$ cat src/rtl/lcd_pkg.sv
// Shared definitions for the HD44780 4-bit driver and the frame-buffer controller above it.
// Latency: n/a (types, constants and a decode helper only).
// Backpressure: n/a.
package lcd_pkg;

    // Top-level sequencer states. The per-nibble SETUP/E/gap phases live in lcd_nibble_strobe.
    typedef enum logic [2:0] {
        S_POR  = 3'd0,   // power-on wait
        S_INIT = 3'd1,   // four init nibbles 3,3,3,2
        S_IDLE = 3'd2,   // waiting for write
        S_HI   = 3'd3,   // high nibble being strobed
        S_LO   = 3'd4,   // low nibble plus execute wait
        S_ACK  = 3'd5    // ack held until write drops
    } state_t;

    typedef enum logic [1:0] {
        P_IDLE  = 2'd0,
        P_SETUP = 2'd1,
        P_E     = 2'd2,
        P_GAP   = 2'd3
    } phase_t;

    // Default timing in cycles of a 100 MHz clock.
    localparam int DEF_T_SETUP  = 4;
    localparam int DEF_T_EPULSE = 25;
    localparam int DEF_T_NGAP   = 100;
    localparam int DEF_T_CMD    = 4000;
    localparam int DEF_T_LONG   = 164000;
    localparam int DEF_T_POR    = 1500000;
    localparam int DEF_T_INIT1  = 410000;
    localparam int DEF_T_INIT2  = 10000;
    localparam int DEF_T_INIT3  = 4000;

    // Init nibbles: three "8-bit mode" wakeups, then the switch to 4-bit mode.
    localparam logic [3:0] INIT_NIB_WAKE = 4'h3;
    localparam logic [3:0] INIT_NIB_4BIT = 4'h2;

    // Instruction bytes shared with the upstream controller.
    localparam logic [7:0] LCD_FUNC_SET    = 8'h28;
    localparam logic [7:0] LCD_ENTRY_MODE  = 8'h06;
    localparam logic [7:0] LCD_DISPLAY_ON  = 8'h0C;
    localparam logic [7:0] LCD_CLEAR       = 8'h01;
    localparam logic [7:0] LCD_LINE1       = 8'h80;
    localparam logic [7:0] LCD_LINE2       = 8'hC0;

    // Clear display (0x01) and return home (0x02/0x03) need the long execute wait.
    function automatic logic is_long(input logic [8:0] cmd);
        return (cmd[8] == 1'b0) && (cmd[7:2] == 6'd0) && (cmd[7:0] != 8'd0);
    endfunction

endpackage

$ cat src/rtl/lcd_nibble_strobe.sv
// Emits one E-strobed nibble: SETUP (RS/D valid) -> E high -> caller-chosen gap, then done.
// Latency: T_SETUP + T_EPULSE + gap cycles from start to the done cycle.
// Backpressure: start is only taken when idle or on the done cycle (back-to-back nibbles).
// Ports: clock, reset (sync, active-high); start/nibble/rs/gap request a strobe, gap in cycles (>=1);
//        done is high on the last gap cycle; lcd_e/lcd_d/lcd_rs are registered pin drivers.
module lcd_nibble_strobe
    import lcd_pkg::*;
#(
    parameter int T_SETUP  = DEF_T_SETUP,
    parameter int T_EPULSE = DEF_T_EPULSE,
    parameter int CW       = 21
) (
    input  logic          clock,
    input  logic          reset,
    input  logic          start,
    input  logic [3:0]    nibble,
    input  logic          rs,
    input  logic [CW-1:0] gap,
    output logic          done,
    output logic          lcd_e,
    output logic [3:0]    lcd_d,
    output logic          lcd_rs
);

    phase_t        phase, phase_d;
    logic [CW-1:0] cnt, cnt_d;
    logic [CW-1:0] gap_q, gap_q_d;
    logic          e_d;
    logic [3:0]    d_d;
    logic          rs_d;

    // Kept out of the always_comb so the caller can feed start back without a false loop.
    assign done = (phase == P_GAP) && (cnt == '0);

    always_comb begin
        phase_d = phase;
        cnt_d   = (cnt != '0) ? cnt - CW'(1) : cnt;
        gap_q_d = gap_q;
        e_d     = lcd_e;
        d_d     = lcd_d;
        rs_d    = lcd_rs;
        case (phase)
            P_IDLE: ;
            P_SETUP: if (cnt == '0) begin
                phase_d = P_E;
                e_d     = 1'b1;
                cnt_d   = CW'(T_EPULSE - 1);
            end
            P_E: if (cnt == '0) begin
                phase_d = P_GAP;
                e_d     = 1'b0;
                cnt_d   = gap_q;
            end
            P_GAP: if (cnt == '0) phase_d = P_IDLE;
            default: begin
                phase_d = P_IDLE;
                e_d     = 1'b0;
            end
        endcase
        // Accepting on the done cycle lets the next SETUP follow the gap with no idle cycle.
        if (start && ((phase == P_IDLE) || done)) begin
            phase_d = P_SETUP;
            cnt_d   = CW'(T_SETUP - 1);
            gap_q_d = gap - CW'(1);
            d_d     = nibble;
            rs_d    = rs;
        end
    end

    always_ff @(posedge clock) begin
        if (reset) begin
            phase  <= P_IDLE;
            cnt    <= '0;
            gap_q  <= '0;
            lcd_e  <= 1'b0;
            lcd_d  <= 4'h0;
            lcd_rs <= 1'b0;
        end else begin
            phase  <= phase_d;
            cnt    <= cnt_d;
            gap_q  <= gap_q_d;
            lcd_e  <= e_d;
            lcd_d  <= d_d;
            lcd_rs <= rs_d;
        end
    end

endmodule

$ cat src/rtl/lcd_nibble_driver.sv
// HD44780 4-bit driver: power-on init, then one {RS,byte} command per write/ack handshake.
// Latency: accept -> ack = 1 + 2*(T_SETUP+T_EPULSE) + 2*T_NGAP + T_CMD (T_LONG for clear/home).
// Backpressure: write is held until ack; ack holds until write drops; no accept before init ends.
// Ports: clock, reset (sync, active-high); command[8]=RS, command[7:0]=byte; write request;
//        ack registered completion flag; LCD_D (DB7..DB4), LCD_E, LCD_RS registered; LCD_RW tied 0.
module lcd_nibble_driver
    import lcd_pkg::*;
#(
    parameter int T_SETUP  = DEF_T_SETUP,
    parameter int T_EPULSE = DEF_T_EPULSE,
    parameter int T_NGAP   = DEF_T_NGAP,
    parameter int T_CMD    = DEF_T_CMD,
    parameter int T_LONG   = DEF_T_LONG,
    parameter int T_POR    = DEF_T_POR,
    parameter int T_INIT1  = DEF_T_INIT1,
    parameter int T_INIT2  = DEF_T_INIT2,
    parameter int T_INIT3  = DEF_T_INIT3
) (
    input  logic       clock,
    input  logic       reset,
    input  logic [8:0] command,
    input  logic       write,
    output logic       ack,
    output logic [3:0] LCD_D,
    output logic       LCD_E,
    output logic       LCD_RS,
    output logic       LCD_RW
);

    localparam int CW = $clog2(T_POR + 1);

    state_t        state, state_d;
    logic [CW-1:0] cnt, cnt_d;
    logic [1:0]    idx, idx_d;
    logic [8:0]    cmd_q;
    logic          cmd_ld;
    logic          ack_d;
    logic          start;
    logic [3:0]    st_nib;
    logic          st_rs;
    logic [CW-1:0] st_gap;
    logic          done;

    assign LCD_RW = 1'b0;

    always_comb begin
        state_d = state;
        cnt_d   = (cnt != '0) ? cnt - CW'(1) : cnt;
        idx_d   = idx;
        ack_d   = ack;
        cmd_ld  = 1'b0;
        start   = 1'b0;
        st_nib  = INIT_NIB_WAKE;
        st_rs   = 1'b0;
        st_gap  = CW'(T_INIT1);
        case (state)
            S_POR: if (cnt == '0) begin
                start   = 1'b1;
                idx_d   = 2'd0;
                state_d = S_INIT;
            end
            S_INIT: if (done) begin
                if (idx == 2'd3) begin
                    state_d = S_IDLE;
                end else begin
                    // idx names the nibble just finished; set up nibble idx+1.
                    start  = 1'b1;
                    idx_d  = idx + 2'd1;
                    st_nib = (idx == 2'd2) ? INIT_NIB_4BIT : INIT_NIB_WAKE;
                    st_gap = (idx == 2'd0) ? CW'(T_INIT2) : CW'(T_INIT3);
                end
            end
            S_IDLE: if (write) begin
                // High nibble goes straight from the port; cmd_q supplies the rest later.
                cmd_ld  = 1'b1;
                start   = 1'b1;
                st_nib  = command[7:4];
                st_rs   = command[8];
                st_gap  = CW'(T_NGAP);
                state_d = S_HI;
            end
            S_HI: if (done) begin
                start   = 1'b1;
                st_nib  = cmd_q[3:0];
                st_rs   = cmd_q[8];
                // The low nibble's gap doubles as the execute wait.
                st_gap  = is_long(cmd_q) ? CW'(T_NGAP + T_LONG) : CW'(T_NGAP + T_CMD);
                state_d = S_LO;
            end
            S_LO: if (done) begin
                ack_d   = 1'b1;
                state_d = S_ACK;
            end
            S_ACK: if (!write) begin
                ack_d   = 1'b0;
                state_d = S_IDLE;
            end
            default: begin
                state_d = S_POR;
                cnt_d   = CW'(T_POR - 1);
                ack_d   = 1'b0;
            end
        endcase
    end

    always_ff @(posedge clock) begin
        if (reset) begin
            state <= S_POR;
            cnt   <= CW'(T_POR - 1);   // primed so the power-on wait spans exactly T_POR cycles
            idx   <= 2'd0;
            cmd_q <= 9'd0;
            ack   <= 1'b0;
        end else begin
            state <= state_d;
            cnt   <= cnt_d;
            idx   <= idx_d;
            ack   <= ack_d;
            if (cmd_ld) cmd_q <= command;
        end
    end

    lcd_nibble_strobe #(
        .T_SETUP  (T_SETUP),
        .T_EPULSE (T_EPULSE),
        .CW       (CW)
    ) u_strobe (
        .clock  (clock),
        .reset  (reset),
        .start  (start),
        .nibble (st_nib),
        .rs     (st_rs),
        .gap    (st_gap),
        .done   (done),
        .lcd_e  (LCD_E),
        .lcd_d  (LCD_D),
        .lcd_rs (LCD_RS)
    );

endmodule

$ cat config.mk
export PLATFORM = sky130hd
export DESIGN_NAME = lcd_nibble_driver
export DESIGN_NICKNAME = d
export VERILOG_FILES = /design/src/rtl/lcd_pkg.sv /design/src/rtl/lcd_nibble_strobe.sv /design/src/rtl/lcd_nibble_driver.sv
export SDC_FILE = /design/constraint.sdc
export NUM_CORES = 1
export LEC_CHECK = 0
export ABC_AREA = 1
export ABC_CLOCK_PERIOD_IN_PS = 4000
export BUFFER_PORTS_ARGS = -buffer_cell sky130_fd_sc_hd__buf_2
export CORE_ASPECT_RATIO = 1.2
export CORE_MARGIN = 5
export CORE_UTILIZATION = 55
export DETAILED_ROUTE_END_ITERATION = 10
export PLACE_DENSITY = 0.83
export SLEW_MARGIN = 25
export SYNTH_ARGS = -nofsm -noshare
export SYNTH_HDL_FRONTEND = slang
export SYNTH_SLANG_ARGS = --single-unit
$ cat constraint.sdc
create_clock -name clock -period 4 [get_ports clock]
set_clock_uncertainty 0.15 [all_clocks]
set_input_delay 0.4 -clock clock [delete_from_list [all_inputs] [get_ports clock]]
set_output_delay 0.4 -clock clock [all_outputs]
set_load 0.03 [all_outputs]
Word-level counts from Yosys, hierarchy flattened
Cells that the tools add are included.
{"block": "word_totals", "ff_bits": 86, "latch_bits": 0, "mem_bits_rw": 0, "mem_bits_ro": 0, "out_inout_bits": 8, "word_cells": 123, "mem_count": 0}
{"block": "op_classes", "n_addsub": 4, "multipliers": 0, "n_div": 0, "order_cmp": 0, "n_eq_ne": 24, "shift": 0, "muxes": 51, "n_bitwise": 3, "reduce_logical": 28}
{"operator": "2-to-1 mux 19 bit", "n": 4}
{"operator": "2-to-1 mux 21 bit", "n": 3}
{"operator": "one-hot mux 19 bit (3 select lines)", "n": 1}
{"operator": "logical NOT 21 bit", "n": 2}
{"operator": "one-hot mux 21 bit (2 select lines)", "n": 1}
{"operator": "nonzero test 21 bit", "n": 2}
{"operator": "subtractor 21 x 1 -> 21 bit (second input constant)", "n": 2}
{"operator": "2-to-1 mux 3 bit", "n": 7}
{"operator": "subtractor 19 x 1 -> 20 bit (second input constant)", "n": 1}
{"operator": "2-to-1 mux 18 bit", "n": 1}
{"operator": "one-hot mux 3 bit (6 select lines)", "n": 1}
{"operator": "2-to-1 mux 1 bit", "n": 16}
{"operator": "2-to-1 mux 14 bit", "n": 1}
{"operator": "2-to-1 mux 2 bit", "n": 7}
{"operator": "!= test 2 bit (second input constant)", "n": 6}
{"operator": "one-hot mux 4 bit (3 select lines)", "n": 1}
{"operator": "AND reduction 4 bit", "n": 3}
{"operator": "!= test 2 x 1 -> 1 bit (second input constant)", "n": 5}
{"operator": "== test 2 bit (second input constant)", "n": 4}
{"operator": "2-to-1 mux 4 bit", "n": 2}
{"operator": "nonzero test 8 bit", "n": 1}
{"operator": "AND reduction 7 bit", "n": 1}
{"operator": "== test 3 x 2 -> 1 bit (second input constant)", "n": 2}
{"operator": "== test 3 bit (second input constant)", "n": 2}
{"operator": "other kinds (23)", "n": 34}

Logic depth before layout (Yosys ltp)
{"block": "logic_depth", "depth_word": 7, "depth_mapped": 15, "depth_no_buf": 15}

Hierarchy
Synthesis repeated with hierarchy kept, for this count alone.
{"block": "hier_totals", "cells_unflattened": 817, "hier_area_um2": 5317.6}
{"module": "lcd_nibble_strobe", "instances": 1, "cells_each": 507, "area_each_um2": 3243.1, "seq_area_each_um2": 1001.0}
{"module": "lcd_nibble_driver", "instances": 1, "cells_each": 310, "area_each_um2": 2074.5, "seq_area_each_um2": 720.7}

Worst setup path after synthesis
No wires, ideal clock.
{"block": "synth_path", "kind": "register to register", "from": "register u_strobe.cnt[0]", "to": "register u_strobe.gap_q[9]", "setup_ns": 0.132, "arrival_ns": 1.759, "required_time_ns": 3.718, "slack_ns": 1.958, "stages_incl_launch_ff": 14, "path_buffers": 0, "synth_period_minus_slack_ns": 2.042, "path_cell_list": "dfxtp_1 -> inv_1 -> ha_1 -> nand2_1 -> nor2_4 -> nand2_2 -> nor2_8 -> nand3_4 -> nand2_4 -> inv_2 -> ha_1 -> nand4_1 -> nor2b_1 -> a21oi_1"}
{"block": "synth_via", "elab_chain_cells": 5, "elab_cells_between_ends": 11, "cone_classes": "add/sub (1); mux (6); reduce/logical (4)"}
{"item": "start, declared", "line": "lcd_nibble_strobe.sv:26", "text": "logic [CW-1:0] cnt, cnt_d;"}
{"item": "start signal, assigned", "line": "lcd_nibble_strobe.sv:80", "text": "cnt <= cnt_d;"}
{"item": "logical NOT 21 bit (*)", "line": "lcd_nibble_strobe.sv:33", "text": "assign done = (phase == P_GAP) && (cnt == '0);"}
{"item": "logical AND 1 bit (*)", "line": "lcd_nibble_strobe.sv:33"}
{"item": "2-to-1 mux 19 bit (tied with other cells)", "line": "lcd_nibble_driver.sv:82", "text": "S_HI: if (done) begin"}
{"item": "one-hot mux 19 bit (3 select lines) / one-hot mux 1 bit (4 select lines) (equally long branches)", "line": "lcd_nibble_driver.sv:56", "text": "case (state)"}
{"item": "subtractor 19 x 1 -> 20 bit / logical AND 1 bit (equally long branches)", "line": "lcd_nibble_strobe.sv:64, lcd_nibble_strobe.sv:61"}
{"item": "end signal, assigned", "line": "lcd_nibble_strobe.sv:81", "text": "gap_q <= gap_q_d;"}
{"item": "end, declared", "line": "lcd_nibble_strobe.sv:27", "text": "logic [CW-1:0] gap_q, gap_q_d;"}
Every way passes the cells marked *; elsewhere a longest branch is shown, timed or not.
A chain may end at the register's enable or synchronous reset.

Worst setup path after layout
{"block": "layout_path", "from": "register cnt[0]", "to": "register u_strobe.cnt[16]"}
{"block": "layout_via", "elab_chain_cells": 5}
{"item": "start, declared", "line": "lcd_nibble_driver.sv:33", "text": "logic [CW-1:0] cnt, cnt_d;"}
{"item": "start signal, assigned", "line": "lcd_nibble_driver.sv:109", "text": "cnt <= CW'(T_POR - 1);"}
{"item": "start signal, assigned", "line": "lcd_nibble_driver.sv:115", "text": "cnt <= cnt_d;"}
{"item": "logical NOT 21 bit", "line": "lcd_nibble_driver.sv:57", "text": "S_POR: if (cnt == '0) begin"}
{"item": "2-to-1 mux 1 bit", "line": "lcd_nibble_driver.sv:57"}
{"item": "one-hot mux 1 bit (4 select lines)", "line": "lcd_nibble_driver.sv:56"}
{"item": "logical AND 1 bit", "line": "lcd_nibble_strobe.sv:61", "text": "if (start && ((phase == P_IDLE) || done)) begin"}
{"item": "OR reduction 2 bit (no source line)"}
No other way between the ends.

==> metrics.csv <==
metric,value,unit
drive_above_1_share,11.6,%
hp-class,in -> reg,
yosys_most_used_dff,dfxtp_1,
critPathKind,reg -> reg,
rr_endpoint,u_strobe.cnt[16],
grt_pass1_wl,20400,um
grt_usage,23.3,%
ctsLongestPathBuffers,2,
fin_nets,765,
crit_path_start_kind,register,
setup.worst_path.end,u_strobe.cnt[16],
antenna_found_initial,0,
die_w,95.6,um
timing.final.crit_share,64.2,%
hold_buffers,0,
rr_startpoint,cnt[0],
finalSetupTns,0,ns
synthArstFlopShare,0,%
rows,37,
die-area,10800,um^2
clk_latency,0.36,ns
synthMuxAreaShare,0,%
reg2regPathDepth,13,
synth_compound_area_share,10.9,%
fill_cells,800,
numCtsBuffers,9,
worstPathRequired,4.14,ns
dp_hpwl,9170,um
clock.fmax,0.389,GHz
post-cts-setup-buffers,0,
synth_area,4840,um^2
rsz0062_at_grt,false,
cts_max_level,3,
outcome,"complete, no violations",
cts_resized,0,
tightestPinTransition,0.584,ns
synth_cell_type_count,47,
rrSetupSlack,1.43,ns
cap_violations,0,
min_period,2.57,ns
coreArea,8610,um^2
syn_inst,721,
root_buffer,clkbuf_8,
synth-edff-count,0,
dieHeight,113,um
cts.sinks,83,
gr-total-overflow,0,
syn_area_per_cell,6.71,um^2
drc,0,
synth_xor_area_share,2.17,%
power,3.40,mW
cts_tree,done,
ys_seq_area_share,34.3,%
grt_start_max_net_pins,23,
dr_total_vias,4740,
routedWlPerCell,14.1,um
synth_nets,748,
ant_nets,0,
setup_slack,1.43,ns
insertedDiodeCount,0,
cp_max_fo,22,
area_growth,7.78,%
post_dp_cell_area,5010,um^2
crit_start,cnt[0],
wl,12100,um
grt_pass1_vias,4518,
layout.cells.non_filler,860,
slew_violations,0,
clk_pin_slew,0.09,ns
stdcell_area,5220,um^2
port_buffers,18,
first_pass_iters,5,
synth_warnings,0,
synth_top_family_by_area,simple AND/OR/NAND/NOR gates,
max_slew_margin,61.1,%
powerDensity,652,nW/um^2
drt-vias-per-instance,5.51,
leakagePower,2.32,nW
hold_viol,0,
synthSimpleGateAreaFrac,40.7,%
vdd_drop_max,0.339,mV
dp.cells,844,
worst_setup_path_end_kind,register,
yosys_register_bits,83,
setup-violations-final,0,
io_pins,20,
start_util,56.2,%
drt_iter0_markers,418,
dpl_worst_slack,1.46,ns
gp_congestion,0.914,
synth_fa_ha_area_share,3.88,%
arrival,2.71,ns
-- power breakdown --
group	internal, mW	switching, mW
Clock	0.324	0.318
Sequential	0.931	0.111
Combinational	0.549	1.17
Total	1.80	1.59
-- placed cells by master, fill, tap and decap left out, types with 8 or more instances in the layout --
cell type and count:
inv_1 72, dfxtp_1 83, nor2_2 13, ha_1 15, a21oi_1 46, clkbuf_8 11, inv_2 8, nor3_1 8
nand2_1 189, nand4_1 12, nor2_1 104, o21ai_0 32, nand3_1 44, nor4_1 8, buf_2 18
-- how the worst min path moves through the flow --
stage                         end  cells past startpoint          startpoint
6_report                 cmd_q[1]                      3          command[1]
5_1_grt                  cmd_q[1]                      3          command[1]
4_1_cts                  cmd_q[1]                      3          command[1]
3_5_place_dp    u_strobe.lcd_d[3]                      2   u_strobe.lcd_d[3]
3_3_place_gp    u_strobe.lcd_d[0]                      2   u_strobe.lcd_d[0]
2_1_floorplan  u_strobe.gap_q[16]                      2  u_strobe.gap_q[16]
-- cell families (layout without fill, tap and decap cells) --
family	Yosys count	after routing
other cells	1	1
xor+xnor	12	12
fa+ha+maj	15	15
simple gates	417	417
buf+inv	95	117
flops	83	83
compound gates	98	98
-- critical path, cell delays in order (launching register included) --
cell	delay, ns
dfxtp_1	0.33
inv_1	0.12
ha_1	0.24
nand2_1	0.07
nor2_1	0.04
nand3_1	0.35
nor2_1	0.12
inv_1	0.07
nand2_1	0.08
nor2_4	0.15
nor2_8	0.07
nor2_4	0.43
nand2_1	0.09
nor2_1	0.16
-- per-layer routing --
layer | up-vias | GRT usage (%) | wire length, um
met4 | 0 | 10.6 | 395
li1 | 2357 | - | -
met3 | 36 | 3.99 | 618
met1 | 2179 | 28.2 | 4970
met2 | 168 | 39.9 | 6100
met5 | - | 0 | 0
-- layout make-up --
cell class	count	area, um^2	area share [%]
Inverter	82	308	5.90
Tap cell	117	146	2.81
Sequential cell	83	1660	31.9
Clock buffer	11	151	2.90
Multi-Input combinational cell	543	2790	53.5
Clock inverter	5	58.8	1.13
Timing Repair Buffer	19	97.6	1.87
-- registers in the layout, summed over array words and instances (netlist names) --
signal and count:
cnt 21, u_strobe.cnt 21, u_strobe.gap_q 18, cmd_q 9, u_strobe.lcd_d 4, state 3, idx 2, u_strobe.phase 2
ack 1, u_strobe.lcd_e 1, u_strobe.lcd_rs 1
-- cells in the mapped netlist (4+ instances only) --
| cell type | count | area [um^2] |
|---|---|---|
| nor3_1 | 8 | 40.0 |
| a21oi_1 | 46 | 230 |
| dfxtp_1 | 83 | 1660 |
| inv_2 | 8 | 30.0 |
| nor2_2 | 13 | 81.3 |
| clkbuf_1 | 6 | 22.5 |
| nand3_1 | 44 | 220 |
| nor2_1 | 104 | 390 |
| nor2_8 | 4 | 80.1 |
| o21ai_1 | 7 | 35.0 |
| nand2_4 | 5 | 56.3 |
| o21ai_0 | 32 | 160 |
| ha_1 | 15 | 188 |
| nor2_4 | 6 | 67.6 |
| xnor2_1 | 5 | 43.8 |
| nand2_1 | 189 | 709 |
| xor2_1 | 7 | 61.3 |
| inv_1 | 72 | 270 |
| nand4_1 | 12 | 75.1 |
| nand2_2 | 5 | 31.3 |
| nor4_1 | 8 | 50.1 |
-- metrics by stage --
step	hold WS [ns]	utilization, %
2_1_floorplan	0.260	-
3_3_place_gp	0.276	58.1
3_5_place_dp	0.279	58.1
4_1_cts	0.122	60.6
5_1_grt	0.149	60.6
6_report	0.132	60.6
(Power assumes the default switching activity.)
